[config.mk]
export PLATFORM = sky130hd
export DESIGN_NAME = peripheral_noc_packet_arbiter
export DESIGN_NICKNAME = d
export VERILOG_FILES = /design/src/rtl/peripheral_noc_packet_arbiter.sv
export SDC_FILE = /design/constraint.sdc
export NUM_CORES = 1
export LEC_CHECK = 0
export ABC_CLOCK_PERIOD_IN_PS = 3300
export CAP_MARGIN = 20
export CORE_AREA = 2 2 78 80
export DETAILED_ROUTE_END_ITERATION = 10
export DIE_AREA = 0 0 80 82
export PLACE_DENSITY = 0.8
export REMOVE_ABC_BUFFERS = 1
export SLEW_MARGIN = 20
export SYNTH_ARGS = -nofsm -noshare
export SYNTH_HDL_FRONTEND = slang
export SYNTH_SLANG_ARGS = --single-unit
[constraint.sdc]
create_clock -name clk -period 3.3 [get_ports clk]
set_input_delay 0.66 -clock clk [delete_from_list [all_inputs] [get_ports clk]]
set_output_delay 0.66 -clock clk [all_outputs]
set_load 0.05 [all_outputs]
[src/rtl/peripheral_noc_packet_arbiter.sv]
// Packet-granular round-robin arbiter: shares one flit link among CHANNELS
// requesters, holding the grant from first flit until the last flit is accepted.
module peripheral_noc_packet_arbiter #(
  parameter int FLIT_WIDTH = 32,
  parameter int CHANNELS   = 4
) (
  input  logic                           clk,
  input  logic                           rst,
  input  logic [CHANNELS*FLIT_WIDTH-1:0] in_flit,
  input  logic [CHANNELS-1:0]            in_last,
  input  logic [CHANNELS-1:0]            in_valid,
  output logic [CHANNELS-1:0]            in_ready,
  output logic [FLIT_WIDTH-1:0]          out_flit,
  output logic                           out_last,
  output logic                           out_valid,
  input  logic                           out_ready,
  output logic [CHANNELS-1:0]            grant,
  output logic                           busy
);

  typedef enum logic [0:0] {IDLE = 1'b0, LOCKED = 1'b1} state_t;

  localparam logic [CHANNELS-1:0] ONE = {{(CHANNELS-1){1'b0}}, 1'b1};

  state_t                state_q, state_d;
  logic [CHANNELS-1:0]   lock_q, lock_d;
  logic [CHANNELS-1:0]   ptr_q, ptr_d;
  logic [CHANNELS-1:0]   req_hi_s, pick_s, sel_s;
  logic [FLIT_WIDTH-1:0] flit_s;
  logic                  xfer_last_s;

  function automatic logic [CHANNELS-1:0] lowest_set(input logic [CHANNELS-1:0] v);
    return v & (~v + ONE);
  endfunction

  function automatic logic [CHANNELS-1:0] rotate_next(input logic [CHANNELS-1:0] g);
    return {g[CHANNELS-2:0], g[CHANNELS-1]};
  endfunction

  // Round-robin pick: prefer requesters at or above the pointer, else wrap to the lowest.
  always_comb begin
    req_hi_s = in_valid & ~(ptr_q - ONE);
    if (|req_hi_s) begin
      pick_s = lowest_set(req_hi_s);
    end else begin
      pick_s = lowest_set(in_valid);
    end
  end

  // Select the owning channel and mux its flit onto the output.
  always_comb begin
    if (state_q == LOCKED) begin
      sel_s = lock_q;
    end else begin
      sel_s = pick_s;
    end
    flit_s = '0;
    for (int i = 0; i < CHANNELS; i++) begin
      if (sel_s[i]) begin
        flit_s = flit_s | in_flit[i*FLIT_WIDTH +: FLIT_WIDTH];
      end else begin
        flit_s = flit_s;
      end
    end
  end

  assign out_flit    = flit_s;
  assign out_valid   = |(sel_s & in_valid);
  assign out_last    = |(sel_s & in_last);
  assign in_ready    = sel_s & {CHANNELS{out_ready}};
  assign grant       = sel_s;
  assign busy        = (state_q == LOCKED);
  assign xfer_last_s = out_valid & out_ready & out_last;

  // Lock FSM: the pointer advances only when a last flit is accepted.
  always_comb begin
    state_d = state_q;
    lock_d  = lock_q;
    ptr_d   = ptr_q;
    case (state_q)
      IDLE: begin
        if (|pick_s) begin
          if (xfer_last_s) begin
            ptr_d = rotate_next(pick_s);
          end else begin
            // Latch even when stalled so the output stays stable under backpressure.
            state_d = LOCKED;
            lock_d  = pick_s;
          end
        end else begin
          state_d = IDLE;
        end
      end
      LOCKED: begin
        if (xfer_last_s) begin
          state_d = IDLE;
          lock_d  = '0;
          ptr_d   = rotate_next(lock_q);
        end else begin
          state_d = LOCKED;
        end
      end
      default: begin
        state_d = IDLE;
        lock_d  = '0;
        ptr_d   = ONE;
      end
    endcase
  end

  // State registers with synchronous reset.
  always_ff @(posedge clk) begin
    if (rst) begin
      state_q <= IDLE;
      lock_q  <= '0;
      ptr_q   <= ONE;
    end else begin
      state_q <= state_d;
      lock_q  <= lock_d;
      ptr_q   <= ptr_d;
    end
  end

endmodule

==> results of run 1 <==
power by group through the flow:
stage	sequential [mW]	combinational, mW	clock, mW
finish	0.153	2.08	0.134
global route	0.156	2.17	0.140
CTS	0.149	2.08	0.133
detailed placement	0.150	1.94	0
global placement	0.149	1.92	0
floorplan	0.158	0.883	0
cell usage in the layout, fill, tap and decap left out, types with 3 or more instances in the layout:
| master | n |
|---|---|
| a21oi_1 | 3 |
| o21ai_0 | 4 |
| buf_6 | 5 |
| nor3_1 | 7 |
| a222oi_1 | 33 |
| nand2_1 | 47 |
| dfxtp_2 | 4 |
| nand3b_1 | 3 |
| o22ai_1 | 3 |
| o211ai_1 | 5 |
| and2_1 | 5 |
| buf_4 | 24 |
| buf_12 | 44 |
| nor2_1 | 3 |
| clkbuf_8 | 3 |
| dfxtp_1 | 5 |
| clkdlybuf4s50_1 | 135 |
| nand3_1 | 7 |
| nand2_2 | 28 |
| dlygate4sd2_1 | 3 |
| inv_1 | 6 |
final timing paths:
path	from	end	slack (ns)
max reg2reg	ptr_q[3]$_SDFFE_PP0P_	lock_q[3]$_SDFFE_PP0P_	0.73
min	ptr_q[1]$_SDFFE_PP0P_	ptr_q[1]$_SDFFE_PP0P_	0.51
min reg2reg	ptr_q[1]$_SDFFE_PP0P_	ptr_q[1]$_SDFFE_PP0P_	0.51
max	ptr_q[3]$_SDFFE_PP0P_	out_flit[14]	-0.003
flip-flops by register name (all words and copies together), names as in the netlist:
name	count
lock_q	4
busy	1
ptr_q	4
kinds of logic (layout without fill, tap and decap cells):
kind of cell | Yosys count | count (layout)
adder cells (fa/ha/maj) | 1 | 1
buffers and inverters | 25 | 226
AND/OR/NAND/NOR | 112 | 112
AO/OA/AOI/OAI | 71 | 71
flip-flops | 9 | 9
XOR/XNOR | 1 | 1
per-stage QoR:
step            TNS (ns)  instance area (um2)
4_1_cts                0                 4208
3_3_place_gp     -0.3247                 3931
3_5_place_dp     -0.4660                 3931
2_1_floorplan     -40.79                 1379
5_1_grt         -0.09112                 4237
6_report       -0.003443                 4237
worst max-delay path: stages (launching register included):
cell and delay [ns]:
dfxtp_2 0.34, or4_4 0.56, a21o_1 0.20, and4b_1 0.21, a21o_4 0.24, buf_12 0.14, a222oi_1 0.41, nand2_2 0.13
buf_12 0.17
layer usage:
layer | track usage | routed length (um) | vias up | part of all wire
met2 | 0.4842 | 5123 | 139 | 0.54
met3 | 0.06703 | 802 | 14 | 0.084
met4 | 0.06271 | 127 | 0 | 0.013
li1 | - | - | 1275 | -
met1 | 0.3150 | 3482 | 1283 | 0.37
met5 | 0 | 0 | - | 0
what timing repair did:
item,4_1_cts,5_1_grt
endpoints found under the setup margin,31,34
pin swaps,18,12
hold buffers,0,0
resized for setup,48,11
setup buffers,8,2
cloned,2,1
final cells by class:
| type | count | area [um2] |
|---|---|---|
| Timing Repair Buffer | 215 | 2587 |
| Fill cell | 425 | 1509 |
| Multi-Input combinational cell | 185 | 1299 |
| Sequential cell | 9 | 185.2 |
| Tap cell | 75 | 93.84 |
| Clock buffer | 4 | 45.04 |
| Inverter | 7 | 26.28 |
==> summary.md, run 1 <==
| Metric | Value |
|---|---|
| Synth area leaders | `a222oi_1 (23%), nand2_1 (19%), dfxtp_1 (12%)` |
| Fin nets | `561` |
| Row count | `28` |
| Clk pwr share | `0.057` |
| Vias | `2711` |
| Vias per inst | `5.477` |
| Status | `complete, but fails checks` |
| Slew Limit Fails | `0` |
| Sequential cell fraction of total power | `0.065` |
| Vias in the first global route | `2739` |
| Hold Crit Depth | `2` |
| ANT cells | `0` |
| Core ar. | `5746 um2` |
| Count leader, synth | `nand2_1` |
| Failing checks | `setup timing` |
| Dpl hpwl | `7122 um` |
| Die Area | `6560 um2` |
| Clk_skew | `0.001855 ns` |
| Worst setup SP type | `flop` |
| Final hold slack | `0.5088 ns` |
| Fin util | `0.7374` |
| Antenna Nets Post-Route | `0` |
| Place WS | `-0.08728 ns` |
| Sequential area share after synthesis | `0.1240` |
| Fin cells | `495` |
| Commonest cells in the netlist | `nand2_1 (74), a222oi_1 (33), clkbuf_1 (13)` |
| Clock transition at path regs | `0.05 ns` |
| Post-synth top area cell | `a222oi_1` |
| Combinational share of power | `0.879` |
| Max frequency | `302.7 MHz` |
| Post-Synth Simple-Gate Area | `0.3523` |
| WL per Instance | `19.26 um` |
| Synth Area in Compound Gates | `0.4401` |
| Synthesized flop and latch total | `9` |
| Avg Cell Area, Syn | `6.633 um2` |
| Placed cells | `481` |
| Post-synth EDFFs | `0` |
| Cell variety after synth | `43` |
| CP Capture Type | `output port` |
| H-tree levels | `1` |
| XOR/XNOR Fraction of Synth Area | `0.006029` |
| First-pass GRT wire length | `13680 um` |
| Syn Inst Count | `219` |
| Initial Utilization | `0.2528` |
| Max Fanout on Critical Path | `6` |
| Die Ht | `82 um` |
| Grt total ovfl | `0` |
| Area Overhead vs Synth | `191.6%` |
| Multiplexer share of the synthesized area | `0` |
| MaxCap Viol Count | `0` |
| Largest net degree at the start of global routing | `36` |
| Fin crit share | `1.001` |
| Rel. slew slack | `0.6415` |
| Layout cells sized above 1 | `0.3071` |
| Hold Fails Final Rpt | `0` |
| Total chip power | `2.365 mW` |
| Async S/R FF share, synth | `0` |
| Largest family of logic cells by synthesized area | `compound AO/OA/AOI/OAI gates` |
| Post-synth top area share | `0.2274` |
| Count of final setup violators | `1` |
| Placer congestion estimate | `0.9031` |
| CTS tree | `built` |
| Worst Reg-to-Reg Cells | `10` |
| Ys Warns | `0` |
| Setup WS post-layout | `-0.003443 ns` |
| DRC | `0` |
| Main synth FF type | `dfxtp_1` |
| Power density cells | `558.3 nW/um2` |
| GRT Total Usage | `0.2669` |
| Port Buffer Count | `181` |
| Clock Sinks | `9` |
| Adder-Cell Fraction of Synth Area | `0.008613` |
| Net switching fraction of the power | `0.4859` |
| Worst-Margin Slew | `0.5370 ns` |
| Area of the mapped netlist | `1453 um2` |
| P_int | `1.216 mW` |
| Leakage | `1.707 nW` |
| Final WL | `9536 um` |
| Starting DRT DRC Count | `265` |
| Worst skew pair latency | `0.24 ns` |
| Number of antenna violations at the first check in global routing | `0` |
| Hold/Removal Path Class | `reg2reg` |
| I/O pins | `182` |
| Clk buf depth | `2` |
| Final Critical Period | `3.303 ns` |
| 1st-pass router iterations | `8` |
| RSZ-0062 raised after global routing | `yes` |
| Overall die width | `80 um` |
| Worst path required time | `2.64 ns` |
| CTS buffer count | `3` |
| Net Sw Power | `1.149 mW` |
| Critical path class | `reg2out` |
| Crit path DAT | `2.64 ns` |
| CTS root buf | `clkbuf_8` |
| Worst IR drop on VDD | `0.4276 mV` |
Note: power is estimated with default switching activity, not from simulation.
==> inputs of run 2 (changes only) <==
- GPL_TIMING_DRIVEN: not set -> 0
- SKIP_LAST_GASP: not set -> 1
==> run 2 against run 1 <==
The run now ends clean; power is 22% lower; first-iteration DRC count is 23% higher; global-route usage is 4.0 points lower; critical endpoint is now in_ready[0]; highest routed layer unchanged.
==> summary.md, run 2 (synthesis gave the netlist of run 1 again) <==
| Metric | Value |
|---|---|
| Final WL | `8723 um (was 9536 um)` |
| Placer congestion estimate | `0.8422 (was 0.9031)` |
| CP Launch Point | `ptr_q[3]$_SDFFE_PP0P_ (unchanged)` |
| Reg-to-reg endpoint | `ptr_q[1]$_SDFFE_PP0P_ (was lock_q[3]$_SDFFE_PP0P_)` |
| Slowest stage cell, crit path | `or4_4 (unchanged)` |
| Worst Reg-to-Reg Cells | `10 (unchanged)` |
| Crit path cell chain | `or4_4, a32oi_2, a21oi_2, o31ai_4, and2_1, clkdlybuf4s15_1 (was or4_4, a21o_1, and4b_1, a21o_4, buf_12, a222oi_1, nand2_2, buf_12)` |
| First-pass GRT wire length | `11680 um (was 13680 um)` |
| Clk_skew | `0.0004705 ns (was 0.001855 ns)` |
| Antenna Nets Post-Route | `0 (unchanged)` |
| Crit path DAT | `2.56 ns (was 2.64 ns)` |
| CTS root buf | `clkbuf_8 (unchanged)` |
| I/O pins | `182 (unchanged)` |
| RSZ-0062 raised after global routing | `yes (unchanged)` |
| CP Capture Type | `output port (unchanged)` |
| Power density cells | `518.3 nW/um2 (was 558.3 nW/um2)` |
| Total chip power | `1.846 mW (was 2.365 mW)` |
| CTS buffer count | `3 (unchanged)` |
| Row count | `28 (unchanged)` |
| Worst setup SP type | `flop (unchanged)` |
| Worst reg-to-reg setup slack | `0.68 ns (was 0.73 ns)` |
| GRT Total Usage | `0.2272 (was 0.2669)` |
| Vias | `2658 (was 2711)` |
| Worst IR drop on VDD | `0.3451 mV (was 0.4276 mV)` |
| Critical path class | `reg2out (unchanged)` |
| CP endpoint | `in_ready[0] (was out_flit[14])` |
| H-tree levels | `1 (unchanged)` |
| Clock Sinks | `9 (unchanged)` |
| 1st-pass router iterations | `5 (was 8)` |
| Dpl hpwl | `6210 um (was 7122 um)` |
| Seq. cell area | `186.4 um2 (was 185.2 um2)` |
| CP peak stage delay | `0.56 ns (about the same)` |
| Final Critical Period | `3.219 ns (was 3.303 ns)` |
| Hold Fails Final Rpt | `0 (unchanged)` |
| Fin nets | `554 (was 561)` |
| Vias in the first global route | `2432 (was 2739)` |
| Number of antenna violations at the first check in global routing | `0 (unchanged)` |
| Count of final setup violators | `0 (was 1)` |
| Area of the multi-input gates | `1270 um2 (was 1299 um2)` |
| Die Ht | `82 um (unchanged)` |
| Largest net degree at the start of global routing | `25 (was 36)` |
| Grt total ovfl | `0 (unchanged)` |
| Port Buffer Count | `181 (unchanged)` |
| Overall die width | `80 um (unchanged)` |
| Worst path required time | `2.64 ns (about the same)` |
| Setup TNS | `0 ns (was -0.003443 ns)` |
| Layout cells sized above 1 | `0.2300 (was 0.3071)` |
| Die Area | `6560 um2 (unchanged)` |
| Vias per inst | `5.447 (was 5.477)` |
| Starting DRT DRC Count | `325 (was 265)` |
| Reg2Reg Launch Point | `ptr_q[0]$_SDFFE_PP1P_ (was ptr_q[3]$_SDFFE_PP0P_)` |
| Hold/Removal Path Class | `reg2reg (unchanged)` |
| ANT cells | `0 (unchanged)` |
| Clock transition at path regs | `0.04 ns (was 0.05 ns)` |
| CTS hold repair buffers | `0 (unchanged)` |
| Clk buf depth | `2 (unchanged)` |
| MaxCap Viol Count | `0 (unchanged)` |
| Fin crit share | `0.9756 (was 1.001)` |
| Commonest non-fill, non-tap cells in the layout | `clkdlybuf4s50_1 (135), nand2_1 (74), a222oi_1 (33), buf_4 (29), buf_6 (14) (was clkdlybuf4s50_1 (135), nand2_1 (47), buf_12 (44), a222oi_1 (33), nand2_2 (28))` |
| DRC | `0 (unchanged)` |
| WL per Instance | `17.88 um (was 19.26 um)` |
| Worst-Margin Slew | `0.6144 ns (was 0.5370 ns)` |
| Max Fanout on Critical Path | `6 (unchanged)` |
| Layout filler cell count | `529 (was 425)` |
| Worst skew pair latency | `0.23 ns (was 0.24 ns)` |
| Max frequency | `310.6 MHz (was 302.7 MHz)` |
| Leakage | `1.501 nW (was 1.707 nW)` |
| Slew Limit Fails | `0 (unchanged)` |
| Initial Utilization | `0.2528 (unchanged)` |
| CTS tree | `built (unchanged)` |
| Status | `finished clean (was complete, but fails checks)` |
| Rel. slew slack | `0.5904 (was 0.6415)` |
| Core ar. | `5746 um2 (unchanged)` |
| Most common cell after layout, fill and taps aside | `clkdlybuf4s50_1 (unchanged)` |
| Area Overhead vs Synth | `145.2% (was 191.6%)` |
## run 2: cell count changes in the layout (fill, tap and decap cells not counted), sizes merged
cell / before / now
a21o: 2 / 4
buf: 75 / 55
clkbuf: 5 / 12
clkdlybuf4s15: 0 / 3
dlygate4sd2: 3 / 5
dlymetal6s2s: 1 / 0
## run 2: worst min path at each step
stage / cells after the start / endpoint / startpoint
final: 2 / ptr_q[3]$_SDFFE_PP0P_ / ptr_q[3]$_SDFFE_PP0P_
after global routing: 2 / ptr_q[3]$_SDFFE_PP0P_ / ptr_q[3]$_SDFFE_PP0P_
after CTS: 2 / ptr_q[3]$_SDFFE_PP0P_ / ptr_q[3]$_SDFFE_PP0P_
after detailed placement: 2 / ptr_q[3]$_SDFFE_PP0P_ / ptr_q[3]$_SDFFE_PP0P_
after global placement: 2 / ptr_q[3]$_SDFFE_PP0P_ / ptr_q[3]$_SDFFE_PP0P_
after floorplan: 2 / ptr_q[3]$_SDFFE_PP0P_ / ptr_q[3]$_SDFFE_PP0P_
## run 2: repair_timing
item / 4_1_cts / 5_1_grt
gates resized for setup: 223 / 43
gates cloned: 2 / 2
setup endpoints to repair: 42 / 41
pin swaps: 5 / 13
hold endpoints to repair: 0 / 0
setup buffers: 9 / 9
## run 2: metrics by stage
stage | setup slack [ns] | hold WS, ns | area [um2] | instances | utilization
finish | 0.08063 | 0.5038 | 3562 | 488 | 0.6200
global route | -0.02559 | 0.5439 | 3562 | 488 | 0.6200
CTS | 0.002095 | 0.5092 | 3416 | 477 | 0.5945
detailed placement | -1.250 | 0.5048 | 3374 | 462 | 0.5873
global placement | -2.571 | 0.4914 | 3284 | 457 | 0.5716
floorplan | -1.181 | 0.4649 | 1379 | 201 | -
## run 2: routing by layer
metal / GRT usage / vias up / share of wire
met5: 0 / - / 0
met4: 0.04576 / 0 / 0.0094
met1: 0.2592 / 1230 / 0.37
li1: - / 1261 / -
met3: 0.05714 / 8 / 0.095
met2: 0.4275 / 159 / 0.52
## run 2: worst max-delay path, delay by kind of cell (launching register included)
kind	cells	cell delay, ns
simple gates	2	0.75
flops	1	0.31
buf+inv	1	0.50
compound gates	3	0.77
## run 2: area by class of cell
type                            instances  share of cell area
Clock buffer                            4             0.01264
Timing Repair Buffer                  206              0.5448
Sequential cell                         9             0.05234
Tap cell                               75             0.02634
Multi-Input combinational cell        187              0.3565
Inverter                                7            0.007376
## run 2: report_power, final
part | total (mW) | switching (mW) | internal (mW)
Clock | 0.125 | 0.0412 | 0.0839
Combinational | 1.55 | 0.947 | 0.605
Sequential | 0.169 | 0.0419 | 0.127
